<file path="src/rtl/cpu_types_pkg.sv">
// Shared CPU datapath types, extended with the branch target buffer constants
// and the branch-resolution bundle carried down the pipeline registers.
package cpu_types_pkg;

  typedef logic [31:0] word_t;

  // Weakly not-taken: MSB clear, every lower bit set (0 for a 1-bit counter).
  function automatic logic [31:0] btb_weak_nt(input int w);
    return (32'd1 << (w - 1)) - 32'd1;
  endfunction

  // Weakly taken: MSB set, every lower bit clear.
  function automatic logic [31:0] btb_weak_t(input int w);
    return 32'd1 << (w - 1);
  endfunction

  typedef struct packed {
    logic  valid;
    word_t pc;
    logic  taken;
    word_t target;
    logic  mispredict;
  } btb_upd_t;

endpackage

</file>
<file path="src/rtl/sat_counter.sv">
// Next-value logic for a W-bit saturating up/down counter; holds at 0 and all-ones.
module sat_counter #(
  parameter int W = 2
) (
  input  logic [W-1:0] i_cnt,
  input  logic         i_en,
  input  logic         i_up,
  output logic [W-1:0] o_next
);
  localparam logic [W-1:0] ONE = W'(1);
  localparam logic [W-1:0] MAX = '1;
  localparam logic [W-1:0] MIN = '0;

  always_comb begin
    o_next = i_cnt;
    if (i_en) begin
      if (i_up) begin
        if (i_cnt != MAX) o_next = i_cnt + ONE;
        else              o_next = i_cnt;
      end else begin
        if (i_cnt != MIN) o_next = i_cnt - ONE;
        else              o_next = i_cnt;
      end
    end else begin
      o_next = i_cnt;
    end
  end
endmodule

</file>
<file path="src/rtl/branch_target_predictor.sv">
// Direct-mapped BTB with saturating direction counters: combinational IF lookup,
// synchronous update from branch resolution, saturating misprediction statistics.
module branch_target_predictor
  import cpu_types_pkg::*;
#(
  parameter int ENTRIES = 16,
  parameter int CNT_W   = 2,
  parameter int STAT_W  = 32
) (
  input  logic              CLK,
  input  logic              nRST,
  input  word_t             lk_pc,
  output logic              lk_hit,
  output logic              lk_taken,
  output word_t             lk_target,
  input  logic              upd_valid,
  input  word_t             upd_pc,
  input  logic              upd_taken,
  input  word_t             upd_target,
  input  logic              upd_mispredict,
  input  logic              inval,
  input  logic              stat_clr,
  output logic [STAT_W-1:0] stat_branches,
  output logic [STAT_W-1:0] stat_mispredicts
);
  localparam int IDX_W = $clog2(ENTRIES);
  localparam int TAG_W = 32 - IDX_W - 2;
  localparam logic [CNT_W-1:0]  WEAK_NT  = CNT_W'(btb_weak_nt(CNT_W));
  localparam logic [CNT_W-1:0]  WEAK_T   = CNT_W'(btb_weak_t(CNT_W));
  localparam logic [STAT_W-1:0] STAT_ONE = STAT_W'(1);
  localparam logic [STAT_W-1:0] STAT_MAX = '1;

  logic [ENTRIES-1:0] r_valid;
  logic [TAG_W-1:0]   r_tag    [ENTRIES];
  word_t              r_target [ENTRIES];
  logic [CNT_W-1:0]   r_cnt    [ENTRIES];
  logic [STAT_W-1:0]  r_branches;
  logic [STAT_W-1:0]  r_mispredicts;

  logic [IDX_W-1:0] w_lk_idx;
  logic [TAG_W-1:0] w_lk_tag;
  logic [IDX_W-1:0] w_upd_idx;
  logic [TAG_W-1:0] w_upd_tag;
  logic             w_upd_hit;
  logic [CNT_W-1:0] w_cnt_next;
  word_t            w_seq_pc;
  logic             w_unused_pc_lsbs;

  // Word-aligned PCs: the two low bits never take part in index or tag.
  assign w_unused_pc_lsbs = ^{lk_pc[1:0], upd_pc[1:0]};

  assign w_lk_idx  = lk_pc[IDX_W+1:2];
  assign w_lk_tag  = lk_pc[31:IDX_W+2];
  assign w_upd_idx = upd_pc[IDX_W+1:2];
  assign w_upd_tag = upd_pc[31:IDX_W+2];
  assign w_upd_hit = r_valid[w_upd_idx] && (r_tag[w_upd_idx] == w_upd_tag);

  // Lookup reads pre-edge state only; an update to the same entry is not bypassed.
  assign lk_hit    = r_valid[w_lk_idx] && (r_tag[w_lk_idx] == w_lk_tag);
  assign lk_taken  = lk_hit && r_cnt[w_lk_idx][CNT_W-1];
  assign w_seq_pc  = lk_pc + 32'd4;
  assign lk_target = lk_taken ? r_target[w_lk_idx] : w_seq_pc;

  assign stat_branches    = r_branches;
  assign stat_mispredicts = r_mispredicts;

  sat_counter #(.W(CNT_W)) u_sat_counter (
    .i_cnt  (r_cnt[w_upd_idx]),
    .i_en   (w_upd_hit),
    .i_up   (upd_taken),
    .o_next (w_cnt_next)
  );

  // BTB entry storage: invalidate-all beats update; only taken misses allocate.
  always_ff @(posedge CLK or negedge nRST) begin
    if (!nRST) begin
      r_valid <= '0;
      for (int i = 0; i < ENTRIES; i++) begin
        r_tag[i]    <= '0;
        r_target[i] <= 32'd0;
        r_cnt[i]    <= WEAK_NT;
      end
    end else if (inval) begin
      r_valid <= '0;
    end else if (upd_valid) begin
      if (w_upd_hit) begin
        r_cnt[w_upd_idx] <= w_cnt_next;
        if (upd_taken) r_target[w_upd_idx] <= upd_target;
      end else if (upd_taken) begin
        r_valid[w_upd_idx]  <= 1'b1;
        r_tag[w_upd_idx]    <= w_upd_tag;
        r_target[w_upd_idx] <= upd_target;
        r_cnt[w_upd_idx]    <= WEAK_T;
      end
    end
  end

  // Saturating statistics; clear has priority over a same-cycle increment.
  always_ff @(posedge CLK or negedge nRST) begin
    if (!nRST) begin
      r_branches    <= '0;
      r_mispredicts <= '0;
    end else if (stat_clr) begin
      r_branches    <= '0;
      r_mispredicts <= '0;
    end else if (upd_valid) begin
      if (r_branches != STAT_MAX) r_branches <= r_branches + STAT_ONE;
      if (upd_mispredict && (r_mispredicts != STAT_MAX))
        r_mispredicts <= r_mispredicts + STAT_ONE;
    end
  end
endmodule

</file>
<file path="config.mk">
export PLATFORM = sky130hd
export DESIGN_NAME = branch_target_predictor
export DESIGN_NICKNAME = d
export VERILOG_FILES = /design/src/rtl/cpu_types_pkg.sv /design/src/rtl/sat_counter.sv /design/src/rtl/branch_target_predictor.sv
export SDC_FILE = /design/constraint.sdc
export NUM_CORES = 2
export LEC_CHECK = 0
export CAP_MARGIN = 20
export CORE_ASPECT_RATIO = 2
export CORE_MARGIN = 3
export CORE_UTILIZATION = 56
export CTS_CLUSTER_DIAMETER = 60
export DETAILED_ROUTE_END_ITERATION = 7
export PLACE_DENSITY_LB_ADDON = 0.2
export SLEW_MARGIN = 20
export SYNTH_ARGS = -nofsm -noshare
export SYNTH_HDL_FRONTEND = slang
export SYNTH_SLANG_ARGS = --single-unit
</file>
<file path="constraint.sdc">
create_clock -name CLK -period 5.36 [get_ports CLK]
set_input_delay 1.072 -clock CLK [delete_from_list [all_inputs] [get_ports CLK]]
set_output_delay 1.072 -clock CLK [all_outputs]
set_load 0.1 [all_outputs]
</file>
======== After elaboration in Yosys (flattened, before gate mapping) ========
Index checks and enable logic that the tools add are counted.
storage, ports and cells
  register bits after elaboration ......... 1040
  input port bits ......................... 103
  output and inout port bits .............. 98
  word-level logic and storage cells ...... 142
cells by class
  $add $sub $neg .......................... 5
  order comparisons ....................... 6
  eq/ne operators ......................... 6
  mux-type cells .......................... 47
  bitwise gates (word level) .............. 8
  reduce and logical (&&, ||, !) cells .... 19
operators by type and width
  operator                                                     count
  bitwise mux 512 bit                                          1
  bitwise mux 416 bit                                          1
  two-way mux 32 bit                                           12
  binary-select mux 26 bit (select 4 bit)                      2
  two-way mux 26 bit                                           5
  binary-select mux 32 bit (select 4 bit)                      1
  demux 32 bit (select 4 bit)                                  1
  demux 26 bit (select 4 bit)                                  1
  adder 32 x 1 -> 32 bit (second input constant)               2
  two-way mux 16 bit                                           4
  inequality test 32 bit (second input constant)               2
  == test 26 bit                                               2
  adder 32 x 3 -> 32 bit (second input constant)               1
  bitwise mux 32 bit                                           1
  bitwise OR 16 bit                                            2
  two-way mux 2 bit                                            9
  bitwise AND 16 bit                                           1
  binary-select mux 2 bit (select 4 bit)                       2
  inverter 16 bit                                              1
  nonzero test 2 bit                                           7
  >= comparator 5 bit (second input constant)                  2
  less-than comparator 4 x 5 -> 1 bit (second input constant)  2
  inverter 4 -> 5 bit                                          2
  AND reduction 3 bit                                          3
  other kinds (13)                                             24

======== Longest topological paths before layout ========
  depth after elaboration ................. 10
  mapped depth ............................ 15
  gate-level depth less buffers ........... 9

======== Modules after synthesis ========
A second synthesis with hierarchy kept.
second synthesis, totals
  cell total of the unflattened synthesis .. 3697
  area, all modules ....................... 53784.1 µm²
modules (own cells, without submodules)
  module                   instances  cells an instance  area an instance (µm²)  sequential area each (µm²)
  branch_target_predictor  1          3688               53721.5                 26045.0
  sat_counter              1          9                  62.6                    0.0

======== Worst setup path after synthesis ========
No wires, ideal clock.
  path type ............................... input to output
  start ................................... input port lk_pc[4]
  end ..................................... output port lk_taken
  arrival ................................. 6.728 ns
  required time ........................... 4.288 ns
  setup slack ............................. -2.440 ns
  cell stages on the path ................. 11
  buffers on the path ..................... 4
  path through ............................ clkbuf_1 -> buf_1 -> clkbuf_1 -> buf_1 -> mux4_2 -> mux2i_1 -> xor2_1 -> nand4_1 -> o21ai_0 -> nand2_1 -> nor4b_1
between the ends
  word-level cells in the longest chain between the ends .. 7
  elaborated cells on any way between the ends .. 12
  those cells by class .................... eq/ne: 1; mux: 8; bitwise: 1; reduce/logical: 2
RTL lines
  what                                                   line                                                          RTL
  start, declared                                        branch_target_predictor.sv:12                                 input word_t lk_pc,
  inverter 4 -> 5 bit (not written as such)              branch_target_predictor.sv:59, branch_target_predictor.sv:60
  binary-select mux 26 bit (select 4 bit)                branch_target_predictor.sv:59                                 assign lk_hit = r_valid[w_lk_idx] && (r_tag[w_lk_idx] == w_lk_tag);
  two-way mux 26 bit (not written as such) (2 in a row)  branch_target_predictor.sv:59
  == test 26 bit                                         branch_target_predictor.sv:59
  logical AND 1 bit                                      branch_target_predictor.sv:59
  logical AND 1 bit (*)                                  branch_target_predictor.sv:60                                 assign lk_taken = lk_hit && r_cnt[w_lk_idx][CNT_W-1];
  end, declared                                          branch_target_predictor.sv:14                                 output logic lk_taken,
Every way passes the cells marked *; elsewhere a longest branch is shown, timed or not. The select of a mux whose other input is x is not followed.

======== Final worst setup path ========
  start ................................... input port lk_pc[2]
  end ..................................... output port lk_target[9]
between the ends
  word-level cells in the longest chain between the ends .. 8
  elaborated cells on any way between the ends .. 17
  those cells by class .................... add/sub: 1; eq/ne: 1; mux: 12; bitwise: 1; reduce/logical: 2
RTL lines
  what                                                   line                                                                                         RTL
  inverter 4 -> 5 bit (not written as such)              branch_target_predictor.sv:59, branch_target_predictor.sv:60, branch_target_predictor.sv:62
  binary-select mux 26 bit (select 4 bit)                branch_target_predictor.sv:59
  two-way mux 26 bit (not written as such) (2 in a row)  branch_target_predictor.sv:59
  == test 26 bit                                         branch_target_predictor.sv:59
  logical AND 1 bit                                      branch_target_predictor.sv:59
  logical AND 1 bit                                      branch_target_predictor.sv:60
  two-way mux 32 bit (*)                                 branch_target_predictor.sv:62                                                                assign lk_target = lk_taken ? r_target[w_lk_idx] : w_seq_pc;
  end, declared                                          branch_target_predictor.sv:15                                                                output word_t lk_target,
Marks and branches as above.

==> out/metrics.cfg <==
[run_status]
status=completed

[synthesis]
syn-mean-instance-area_um2=13.5
synth-seq-cells=1040
synthFlopType=dfrtp_1
synth_cell_type_count=82
synth_top_area_cell=dfrtp_1
yosys.area.top_type_share=0.473
syn_nets=4123
synth-edff-count=0
ys.warnings.count=0
yosysSeqAreaShare=0.481
ys_top_cells_by_area=dfrtp_1 (47%), mux4_2 (14%), mux2_2 (13%)
async_flop_share=1.00
synthCells=4017
synth_area_mm2=0.0542

[grt]
grtUsageTotal=0.347
grt_overflow=0
grt_pass1_wl_um=256000
grt_pass1_vias=39100
grt_max_degree=133
antenna_found_initial=15

[critical_path]
timing_worst_setup_path_type=in2out
critPathTopFamily=buffers and inverters
slowest_delay_ns=0.61
start_kind=input port
crit_start=lk_pc[2]
cp.required_ns=4.29
crit_fanout=6
reg2regPathDepth=12
path_cells=buf_16 > buf_8 > mux4_2 > xnor2_2 > a41oi_2 > a311oi_1 > buf_4 > a31oi_2 > nand3b_1 > nor4b_2 > nand4_1 > buf_6 > buf_16 > mux2_2 > buf_12
path_common_cell=buf_16
cp_num_cells=15
crit_buf_inv=6
cp_slowest_cell=mux4_2
cp-end-kind=output port
cp_data_arrival_time_ns=4.26
r2r-start=r_tag[274]

[sta]
tns_ns=0
holdWs_ns=0.405
setup_violations=0
finClkSkew_ns=0.0413
rsz0062_at_grt=yes
min_period_ns=5.33
max_freq_mhz=187
finalHoldViolCount=0
relSlewSlack=0.244
report.final.slew_viol_count=0
setup_ws_ns=0.0266
finalCritPeriodShare=0.995
worst_pin_slew_ns=1.13

[route]
wl_met2_um=84300
met3WireLength_um=11500
antenna_left=0
highest_layer=met5
wl_um=172000
viasPerCell=6.54
wl_met1_um=60200
drt_iter0_drc=3291
drt-wirelength-per-cell_um=30.5
drtPass1Iterations=6
drcViolationCount=0
num_vias=36800

[clock_network]
clk_pin_slew_ns=0.06
clkLatencyLatePin_ns=0.72
cts_buffers=94
clock_path_buffers=3
clock-sinks=1040
cts-root-buf=clkbuf_16
cts.htree.levels=3
cts_tree=done

[run]
drv_cap=0

[power_and_ir_drop]
irDropWorstVdd_mv=0.373
power_density_mw_per_mm2=323
p_total_mw=20.4
total_leakage_power_nw=29.2

[floorplan]
rows=160
io_pins=201
fp.dieW_um=226
start_util=0.567
die-area_mm2=0.101
core-area_mm2=0.0955
dieHeight_um=446

[final_layout]
final_nets=4428
final_layout_size_suffix_gt1_frac=0.402
syn_to_final_growth_pct=16.8
layout_commonest_cell=dfrtp_1
layout_common_cells=dfrtp_1 (1024), mux2_2 (610), nand2_1 (562), mux4_2 (332), buf_4 (272)

[placed_design]
dp_hpwl_um=113000
dp_slack_ns=-0.399
portBuffers=198
globalplace.congestion=1.01

[worst_hold_path]
holdCritPathClass=in2async

-- sequential cells by signal, summed over array words and instances (netlist names) --
register,cells
r_target,512
stat_branches,32
r_cnt,32
r_tag,416
r_valid,16
stat_mispredicts,32
-- metal layers --
layer | vias up | GRT usage
li1 | 15300 | -
met5 | - | 0
met3 | 646 | 0.0637
met1 | 19200 | 0.406
met2 | 1633 | 0.567
met4 | 2 | 0.261
-- cells in the mapped netlist, drive strengths merged, types with 6 or more instances --
master	count
nor2b	16
o311a	7
a21o	24
buf	134
nor2	141
or3	11
nand3	48
nor3	23
mux2i	152
a211oi	13
nor4	9
or2	6
o311ai	9
nand2	580
nand2b	9
a2bb2oi	7
a31oi	13
nand4	28
a22o	13
clkbuf	192
dfstp	16
mux2	802
o21ai	40
and3	22
a22oi	32
and2	9
a21oi	24
a221oi	16
mux4	340
xnor2	78
o22ai	12
xor2	68
inv	25
and4	10
dfrtp	1024
-- layout make-up --
type,count,area [µm²]
Antenna cell,9,22.5
Sequential cell,1040,26000
Tap cell,1215,1520
Inverter,28,105
Clock buffer,132,2770
Timing Repair Buffer,535,5710
Fill cell,6927,32200
Multi-Input combinational cell,2623,26600
Clock inverter,41,517
-- through the flow --
| step | instance area [µm²] | cells | utilization |
|---|---|---|---|
| global route | 63200 | 5618 | 0.662 |
| global placement | 59500 | 5423 | 0.623 |
| finish | 63300 | 5623 | 0.662 |
| floorplan | 54200 | 4017 | - |
| detailed placement | 59500 | 5423 | 0.623 |
| CTS | 63100 | 5609 | 0.661 |
-- kinds of logic (layout without fill, tap and decap cells) --
family | Yosys count | count (layout) | share of synthesized area
AO/OA/AOI/OAI | 245 | 245 | 0.0325
XOR/XNOR | 146 | 146 | 0.0236
adder cells (fa/ha/maj) | 3 | 3 | 0.000693
buffers and inverters | 354 | 736 | 0.0338
flip-flops | 1040 | 1040 | 0.481
multiplexers | 1294 | 1294 | 0.350
other | 0 | 9 | 0
AND/OR/NAND/NOR | 935 | 935 | 0.0785
-- path summary, 6_finish.rpt --
kind                                 end  slack [ns]
max                         lk_target[9]        0.03
min                        r_target[432]        0.40
max reg2reg                    r_tag[34]        1.28
min reg2reg                 r_target[38]        0.47
max in group asynchronous      r_tag[72]        3.67
min in group CLK            r_target[38]        0.47
-- what timing repair did --
item | in CTS | in global routing
hold buffers | 0 | 0
pin swaps | 10 | 10
cloned | 2 | 2
resized for setup | 41 | 16
endpoints found under the setup margin | 32 | 31
buffers inserted | 12 | 4
-- power by group --
| part | switching (mW) | leakage (nW) | internal [mW] | total, mW |
|---|---|---|---|---|
| clock | 3.15 | 1.64 | 4.14 | 7.29 |
| combinational | 1.71 | 13.8 | 2.00 | 3.71 |
| sequential | 0.643 | 13.8 | 8.80 | 9.45 |
(Power assumes the default switching activity.)
